===== src/rtl/bg_write_arbiter_4x4.sv =====
// bg_write_arbiter_4x4
//
// Write-side front end for the bank-group LSU crossbar. Each of the four
// LSUs pushes write requests into its own small FIFO. Every cycle the FIFO
// heads are arbitrated per bank group (BG) with an independent round-robin
// pointer per BG. A BG that carries a read in the same cycle (bg_ren[k]) gets
// no write grant. Output slot k carries only the write granted to BG k, and
// its sel field is tied to k. Because of this, the crossbar's fixed-priority
// select never drops a write, and a write never shares a BG bus with a read.
//
// Ports
//   clk, rst_n        clock, asynchronous active-low reset
//   lsu_w_valid[4]    per-LSU write valid
//   lsu_w_ready[4]    per-LSU accept (combinational, FIFO not full)
//   lsu_w_sel[8]      target BG per LSU, [2i+1:2i]
//   lsu_w_addr        per-LSU address, LSU0 at LSB
//   lsu_w_data        per-LSU data, LSU0 at LSB
//   bg_ren[4]         same-cycle read enable per BG
//   W_request_0..3    {sel=k, Wen, addr, data} per crossbar write slot
//   bg_grant_lsu[8]   last granted LSU per BG (holds when idle)
//   arb_conflict      registered: head collision or read-blocked head
//
// Optional build macro BG_WARB_PERF_CNT_EN adds perf_blk_cnt (4x16,
// LSU0 at LSB). Each field is a saturating count of the cycles in which that
// LSU's non-empty head was not granted.

module bg_write_arbiter_4x4 #(
    parameter int A_W        = 10,
    parameter int D_W        = 32,
    parameter int FIFO_DEPTH = 2
) (
    input  logic                  clk,
    input  logic                  rst_n,
    input  logic [3:0]            lsu_w_valid,
    output logic [3:0]            lsu_w_ready,
    input  logic [7:0]            lsu_w_sel,
    input  logic [4*A_W-1:0]      lsu_w_addr,
    input  logic [4*D_W-1:0]      lsu_w_data,
    input  logic [3:0]            bg_ren,
    output logic [3+A_W+D_W-1:0]  W_request_0,
    output logic [3+A_W+D_W-1:0]  W_request_1,
    output logic [3+A_W+D_W-1:0]  W_request_2,
    output logic [3+A_W+D_W-1:0]  W_request_3,
    output logic [7:0]            bg_grant_lsu,
`ifdef BG_WARB_PERF_CNT_EN
    output logic                  arb_conflict,
    output logic [63:0]           perf_blk_cnt
`else
    output logic                  arb_conflict
`endif
);

    localparam int PTR_W = (FIFO_DEPTH > 1) ? $clog2(FIFO_DEPTH) : 1;
    localparam int CNT_W = $clog2(FIFO_DEPTH + 1);
    localparam logic [CNT_W-1:0] DEPTH_C = CNT_W'(FIFO_DEPTH);

    // FIFO storage and pointers
    logic [1:0]       fifo_sel  [4][FIFO_DEPTH];
    logic [A_W-1:0]   fifo_addr [4][FIFO_DEPTH];
    logic [D_W-1:0]   fifo_data [4][FIFO_DEPTH];
    logic [PTR_W-1:0] wr_ptr [4];
    logic [PTR_W-1:0] rd_ptr [4];
    logic [CNT_W-1:0] count  [4];

    logic [3:0]       push;
    logic [3:0]       pop;
    logic [3:0]       not_empty;
    logic [1:0]       head_sel  [4];
    logic [A_W-1:0]   head_addr [4];
    logic [D_W-1:0]   head_data [4];

    // Arbitration
    logic [1:0]       rr_ptr    [4];
    logic [3:0]       grant_vld;
    logic [1:0]       grant_idx [4];
    logic [2:0]       ncand     [4];
    logic [1:0]       scan_idx;
    logic             conflict_d;

    // Output registers
    logic [3:0]       wen_q;
    logic [A_W-1:0]   addr_q [4];
    logic [D_W-1:0]   data_q [4];
    logic [7:0]       grant_q;
    logic             conflict_q;

    always_comb begin
        for (int unsigned i = 0; i < 4; i++) begin
            // Readiness depends only on the current occupancy. A full FIFO
            // stays not-ready even in a cycle where it pops.
            lsu_w_ready[i] = (count[i] < DEPTH_C);
            push[i]        = lsu_w_valid[i] & lsu_w_ready[i];
            not_empty[i]   = (count[i] != '0);
            head_sel[i]    = fifo_sel[i][rd_ptr[i]];
            head_addr[i]   = fifo_addr[i][rd_ptr[i]];
            head_data[i]   = fifo_data[i][rd_ptr[i]];
        end
    end

    always_ff @(posedge clk) begin
        for (int unsigned i = 0; i < 4; i++) begin
            if (push[i]) begin
                fifo_sel[i][wr_ptr[i]]  <= lsu_w_sel[2*i +: 2];
                fifo_addr[i][wr_ptr[i]] <= lsu_w_addr[A_W*i +: A_W];
                fifo_data[i][wr_ptr[i]] <= lsu_w_data[D_W*i +: D_W];
            end
        end
    end

    always_ff @(posedge clk or negedge rst_n) begin
        if (!rst_n) begin
            for (int unsigned i = 0; i < 4; i++) begin
                wr_ptr[i] <= '0;
                rd_ptr[i] <= '0;
                count[i]  <= '0;
            end
        end else begin
            for (int unsigned i = 0; i < 4; i++) begin
                if (push[i]) wr_ptr[i] <= wr_ptr[i] + PTR_W'(1);
                if (pop[i])  rd_ptr[i] <= rd_ptr[i] + PTR_W'(1);
                if (push[i] && !pop[i])
                    count[i] <= count[i] + CNT_W'(1);
                else if (pop[i] && !push[i])
                    count[i] <= count[i] - CNT_W'(1);
            end
        end
    end

    // Per-BG round-robin over the FIFO heads. Each LSU exposes exactly one
    // head with one target BG, so at most one BG can grant a given LSU, and
    // the pop vector never receives two grants for the same FIFO.
    always_comb begin
        grant_vld  = '0;
        pop        = '0;
        conflict_d = 1'b0;
        scan_idx   = '0;
        for (int unsigned k = 0; k < 4; k++) begin
            grant_idx[k] = '0;
            ncand[k]     = '0;
        end
        for (int unsigned k = 0; k < 4; k++) begin
            for (int unsigned i = 0; i < 4; i++) begin
                if (not_empty[i] && head_sel[i] == 2'(k))
                    ncand[k] = ncand[k] + 3'd1;
            end
            if (ncand[k] >= 3'd2 || (bg_ren[k] && ncand[k] != '0))
                conflict_d = 1'b1;
            if (!bg_ren[k]) begin
                for (int unsigned off = 0; off < 4; off++) begin
                    scan_idx = rr_ptr[k] + 2'(off);
                    if (!grant_vld[k] && not_empty[scan_idx] &&
                        head_sel[scan_idx] == 2'(k)) begin
                        grant_vld[k] = 1'b1;
                        grant_idx[k] = scan_idx;
                    end
                end
            end
        end
        for (int unsigned k = 0; k < 4; k++) begin
            if (grant_vld[k]) pop[grant_idx[k]] = 1'b1;
        end
    end

    always_ff @(posedge clk or negedge rst_n) begin
        if (!rst_n) begin
            wen_q      <= '0;
            grant_q    <= '0;
            conflict_q <= 1'b0;
            for (int unsigned k = 0; k < 4; k++) begin
                addr_q[k] <= '0;
                data_q[k] <= '0;
                rr_ptr[k] <= '0;
            end
        end else begin
            conflict_q <= conflict_d;
            for (int unsigned k = 0; k < 4; k++) begin
                wen_q[k] <= grant_vld[k];
                if (grant_vld[k]) begin
                    addr_q[k]          <= head_addr[grant_idx[k]];
                    data_q[k]          <= head_data[grant_idx[k]];
                    grant_q[2*k +: 2]  <= grant_idx[k];
                    rr_ptr[k]          <= grant_idx[k] + 2'd1;
                end else begin
                    addr_q[k] <= '0;
                    data_q[k] <= '0;
                end
            end
        end
    end

    assign W_request_0  = {2'd0, wen_q[0], addr_q[0], data_q[0]};
    assign W_request_1  = {2'd1, wen_q[1], addr_q[1], data_q[1]};
    assign W_request_2  = {2'd2, wen_q[2], addr_q[2], data_q[2]};
    assign W_request_3  = {2'd3, wen_q[3], addr_q[3], data_q[3]};
    assign bg_grant_lsu = grant_q;
    assign arb_conflict = conflict_q;

`ifdef BG_WARB_PERF_CNT_EN
    logic [15:0] blk_cnt [4];

    always_ff @(posedge clk or negedge rst_n) begin
        if (!rst_n) begin
            for (int unsigned i = 0; i < 4; i++) blk_cnt[i] <= '0;
        end else begin
            for (int unsigned i = 0; i < 4; i++) begin
                if (not_empty[i] && !pop[i] && blk_cnt[i] != '1)
                    blk_cnt[i] <= blk_cnt[i] + 16'd1;
            end
        end
    end

    always_comb begin
        perf_blk_cnt = '0;
        for (int unsigned i = 0; i < 4; i++) perf_blk_cnt[16*i +: 16] = blk_cnt[i];
    end
`endif

endmodule


===== config.mk =====
export PLATFORM = sky130hd
export DESIGN_NAME = bg_write_arbiter_4x4
export DESIGN_NICKNAME = d
export VERILOG_FILES = /design/src/rtl/bg_write_arbiter_4x4.sv
export SDC_FILE = /design/constraint.sdc
export NUM_CORES = 1
export LEC_CHECK = 0
export BUFFER_PORTS_ARGS = -buffer_cell sky130_fd_sc_hd__buf_2
export CORE_ASPECT_RATIO = 0.8
export CORE_MARGIN = 2
export CORE_UTILIZATION = 50
export CTS_BUF_LIST = sky130_fd_sc_hd__clkbuf_16
export CTS_CLUSTER_SIZE = 30
export DETAILED_ROUTE_END_ITERATION = 10
export PLACE_DENSITY = 0.7
export SYNTH_ARGS = -nofsm -noshare
export SYNTH_HDL_FRONTEND = slang
export SYNTH_SLANG_ARGS = --single-unit

===== constraint.sdc =====
create_clock -name clk -period 6.7 [get_ports clk]
set_clock_uncertainty 0.2 [all_clocks]
set_input_delay 0.335 -clock clk [delete_from_list [all_inputs] [get_ports clk]]
set_output_delay 0.335 -clock clk [all_outputs]
set_load 0.05 [all_outputs]

==> metrics.cfg <==
[clocking]
cts_tree=yes
cts_setup_buffers=0
h-tree-depth=2
clk_pin_slew_ns=0.07
cts-root-buf=clkbuf_16
clock_path_buffers=3
clock_latency_ns=0.62
clkSinkCount=557
cts_buffers=54
cts_resized=0

[global_routing]
grt_max_degree=86
grt_pass1_wl_mm=121
grt_util_all_layers_pct=30.9
grt_pass1_vias=19200
grt_overflow=0
antenna_found_initial=3

[worst_setup_path]
crit_start=rd_ptr[1]
endpoint_kind=register
crit_path_end=W_request_0[21]
arrival_ns=5.51
crit_fanout=52
required_ns=6.99
critical_path_class=reg2reg
rr_worst_depth=9
startpoint_type=register
reg2reg_from=rd_ptr[1]
rr_endpoint=W_request_0[21]
reg2reg_slack_ns=1.47

[sta]
maxSlewHeadroom_pct=23.4
finalCritPeriodShare_pct=78.0
fmax_mhz=191
worst_pin_slew_ns=1.15
setup_violations=0
rsz0062_at_grt=no
fin_crit_ns=5.23
tns_ns=0
hold_violations=0
setup_slack_ns=1.47
maxSlewViolCount=0

[power_and_ir_drop]
p_int_mw=8.95
switching_share_pct=44.9
pwr-share-comb_pct=46.9
p_clk_share_pct=20.2
power_density_nw_per_um2=515
irDropWorstVdd_mv=0.339
p_leak_nw=13.4
seqPwrFrac_pct=33.0
p_sw_mw=7.29

[synth]
synth_area_leaders=edfxtp_1 (42%), dfrtp_1 (20%), mux2i_1 (8.2%)
synth-warning-count=0
synthesis.area_um2=25400
synth_edf_count=352
synth_seq_cells=557
synth.distinct_cells=68
netlist.area_leader.share_pct=41.6
syn_inst=1897
synthArstFlopShare_pct=36.8
yosysTopAreaCell=edfxtp_1
avgSynthCellArea_um2=13.4
ys_seq_area_share_pct=61.7
ys.flop_type=edfxtp_1

[placed_design]
pre_cts_slack_ns=1.57
io_buffer_count=370
placedCellCount=2832
gp_congestion=0.923
dpl_cell_area_um2=27800
dp.final_hpwl_mm=51.4

[routing]
vias_per_cell=6.10
wirelength_mm=82.7
antenna_left=0
drtIter0Drc=1980
dr.pass1.iters=5
route.detailed.drc=0
wl_per_cell_um=26.5
vias=19000

[floorplanning]
core_region_area_um2=50000
io_pins=379
placementRows=73
fp.dieW_um=256
start_util_pct=50.9
die_h_um=206
die_area_um2=52700

[finish]
areaGrowthSynthToFinish_pct=24.0
final-seq-area_um2=15700
nNetsFinal=2615
drive_gt1_share_pct=27.8
n_fill_cell=3721
fin_cells=3119
postLayoutCellArea_um2=31500
multi_input_area_um2=9020

[worst_hold_path]
hp-class=in2reg
hold_path_depth=4

[run]
max-cap-violations=0

[run_status]
outcome=finished, final reports clean

==> kinds of logic after synthesis <==
family	count (synthesis)	synth area share, %
flip-flops	557	61.7
AO/OA/AOI/OAI	423	11.3
multiplexers	347	14.6
AND/OR/NAND/NOR	326	6.60
buffers and inverters	182	3.23
adder cells (fa/ha/maj)	32	1.57
XOR/XNOR	28	0.964
other	2	0.0295
==> worst max-delay path, stage by stage (launching register included) <==
cell	delay, ns
dfrtp_4	1.12
nor3b_1	0.33
o22ai_1	0.30
a31oi_1	0.27
o211a_1	0.40
nor3_4	0.08
inv_4	0.22
buf_4	0.74
nand2_2	0.82
o221ai_1	0.57
==> cell usage in the layout (no fill, tap or decap), drive strengths merged, types with 10 or more instances in the layout <==
cell         netlist  final
edfxtp           352    352
xor2              10     10
nor3b             12     12
clkinv             1     25
ha                32     32
o211ai            33     33
o21ai             70     70
mux2i            208    208
nand3             11     11
o22ai             61     61
nor3              72     72
bufinv             0     11
dlygate4sd3        0    184
clkbuf            72     55
and2              17     17
buf               70    396
dfrtp            205    205
nand2             62     62
mux2             134    134
o221ai            60     60
a211oi            44     44
xnor2             18     18
nor2              91     91
a21oi             94     94
or3b              31     31
inv               39     49
==> registers in the layout, summed over array words and instances (netlist names) <==
signal,flops
W_request_3,42
fifo_data,256
wen_q,4
bg_grant_lsu,8
W_request_2,42
fifo_addr,80
rr_ptr,8
count,8
arb_conflict,1
rd_ptr,4
fifo_sel,16
W_request_0,42
wr_ptr,4
W_request_1,42
==> through the flow <==
step	util, %	hold WS [ns]	power [mW]
5_1_grt	63.1	0.144	16.9
2_1_floorplan	-	-0.161	10.5
3_5_place_dp	55.6	0.200	12.8
4_1_cts	63.1	0.0753	16.1
6_report	63.1	0.124	16.2
3_3_place_gp	55.6	0.187	12.6
==> layer usage <==
| metal | up-vias | track usage [%] | part of all wire [%] |
|---|---|---|---|
| met2 | 1139 | 48.8 | 46 |
| li1 | 8246 | - | - |
| met4 | 4 | 13.6 | 4.1 |
| met3 | 202 | 6.49 | 9.9 |
| met5 | - | 0 | 0.033 |
| met1 | 9447 | 41.6 | 40 |
==> power groups by stage <==
stage / clock network (mW) / registers (mW) / logic (mW)
after detailed placement: 0 / 5.39 / 7.39
after floorplan: 0 / 6.26 / 4.25
final: 3.27 / 5.35 / 7.61
after global routing: 3.43 / 5.41 / 8.04
after CTS: 3.29 / 5.34 / 7.51
after global placement: 0 / 5.38 / 7.21
==> how the worst min path moves through the flow <==
stage | from | to
6_report | bg_ren[0] | W_request_0[7]
3_5_place_dp | rst_n | W_request_0[16]
4_1_cts | bg_ren[0] | W_request_0[7]
5_1_grt | bg_ren[0] | W_request_0[7]
3_3_place_gp | rst_n | W_request_0[16]
2_1_floorplan | rst_n | W_request_0[0]
==> cell type report <==
| cell class | instances | share of cell area, % |
|---|---|---|
| diodes | 1 | 0.00793 |
| clock buffers | 55 | 4.36 |
| clock inverters | 47 | 1.67 |
| inverters | 40 | 0.492 |
| multi-input cells | 1164 | 28.6 |
| flip-flops and latches | 557 | 49.8 |
| well taps | 675 | 2.68 |
| repair buffers | 580 | 12.4 |
==> synthesized netlist by cell type (12+ instances only) <==
cell      count
edfxtp_1    352
mux2i_1     208
dfrtp_1     205
mux2_2      133
a21oi_1      92
nor2_1       91
clkbuf_1     72
nor3_1       71
o21ai_0      69
nand2_1      62
o221ai_1     60
o22ai_1      60
buf_2        44
a211oi_1     43
inv_1        34
o211ai_1     33
ha_1         32
or3b_2       28
xnor2_1      18
and2_1       17
buf_4        16
nor3b_1      12
==> timing repair <==
item	CTS	global route
hold buffers	184	0
setup endpoints to repair	0	0
endpoints found under the hold margin	443	0
Power figures use the tool's default switching activity.
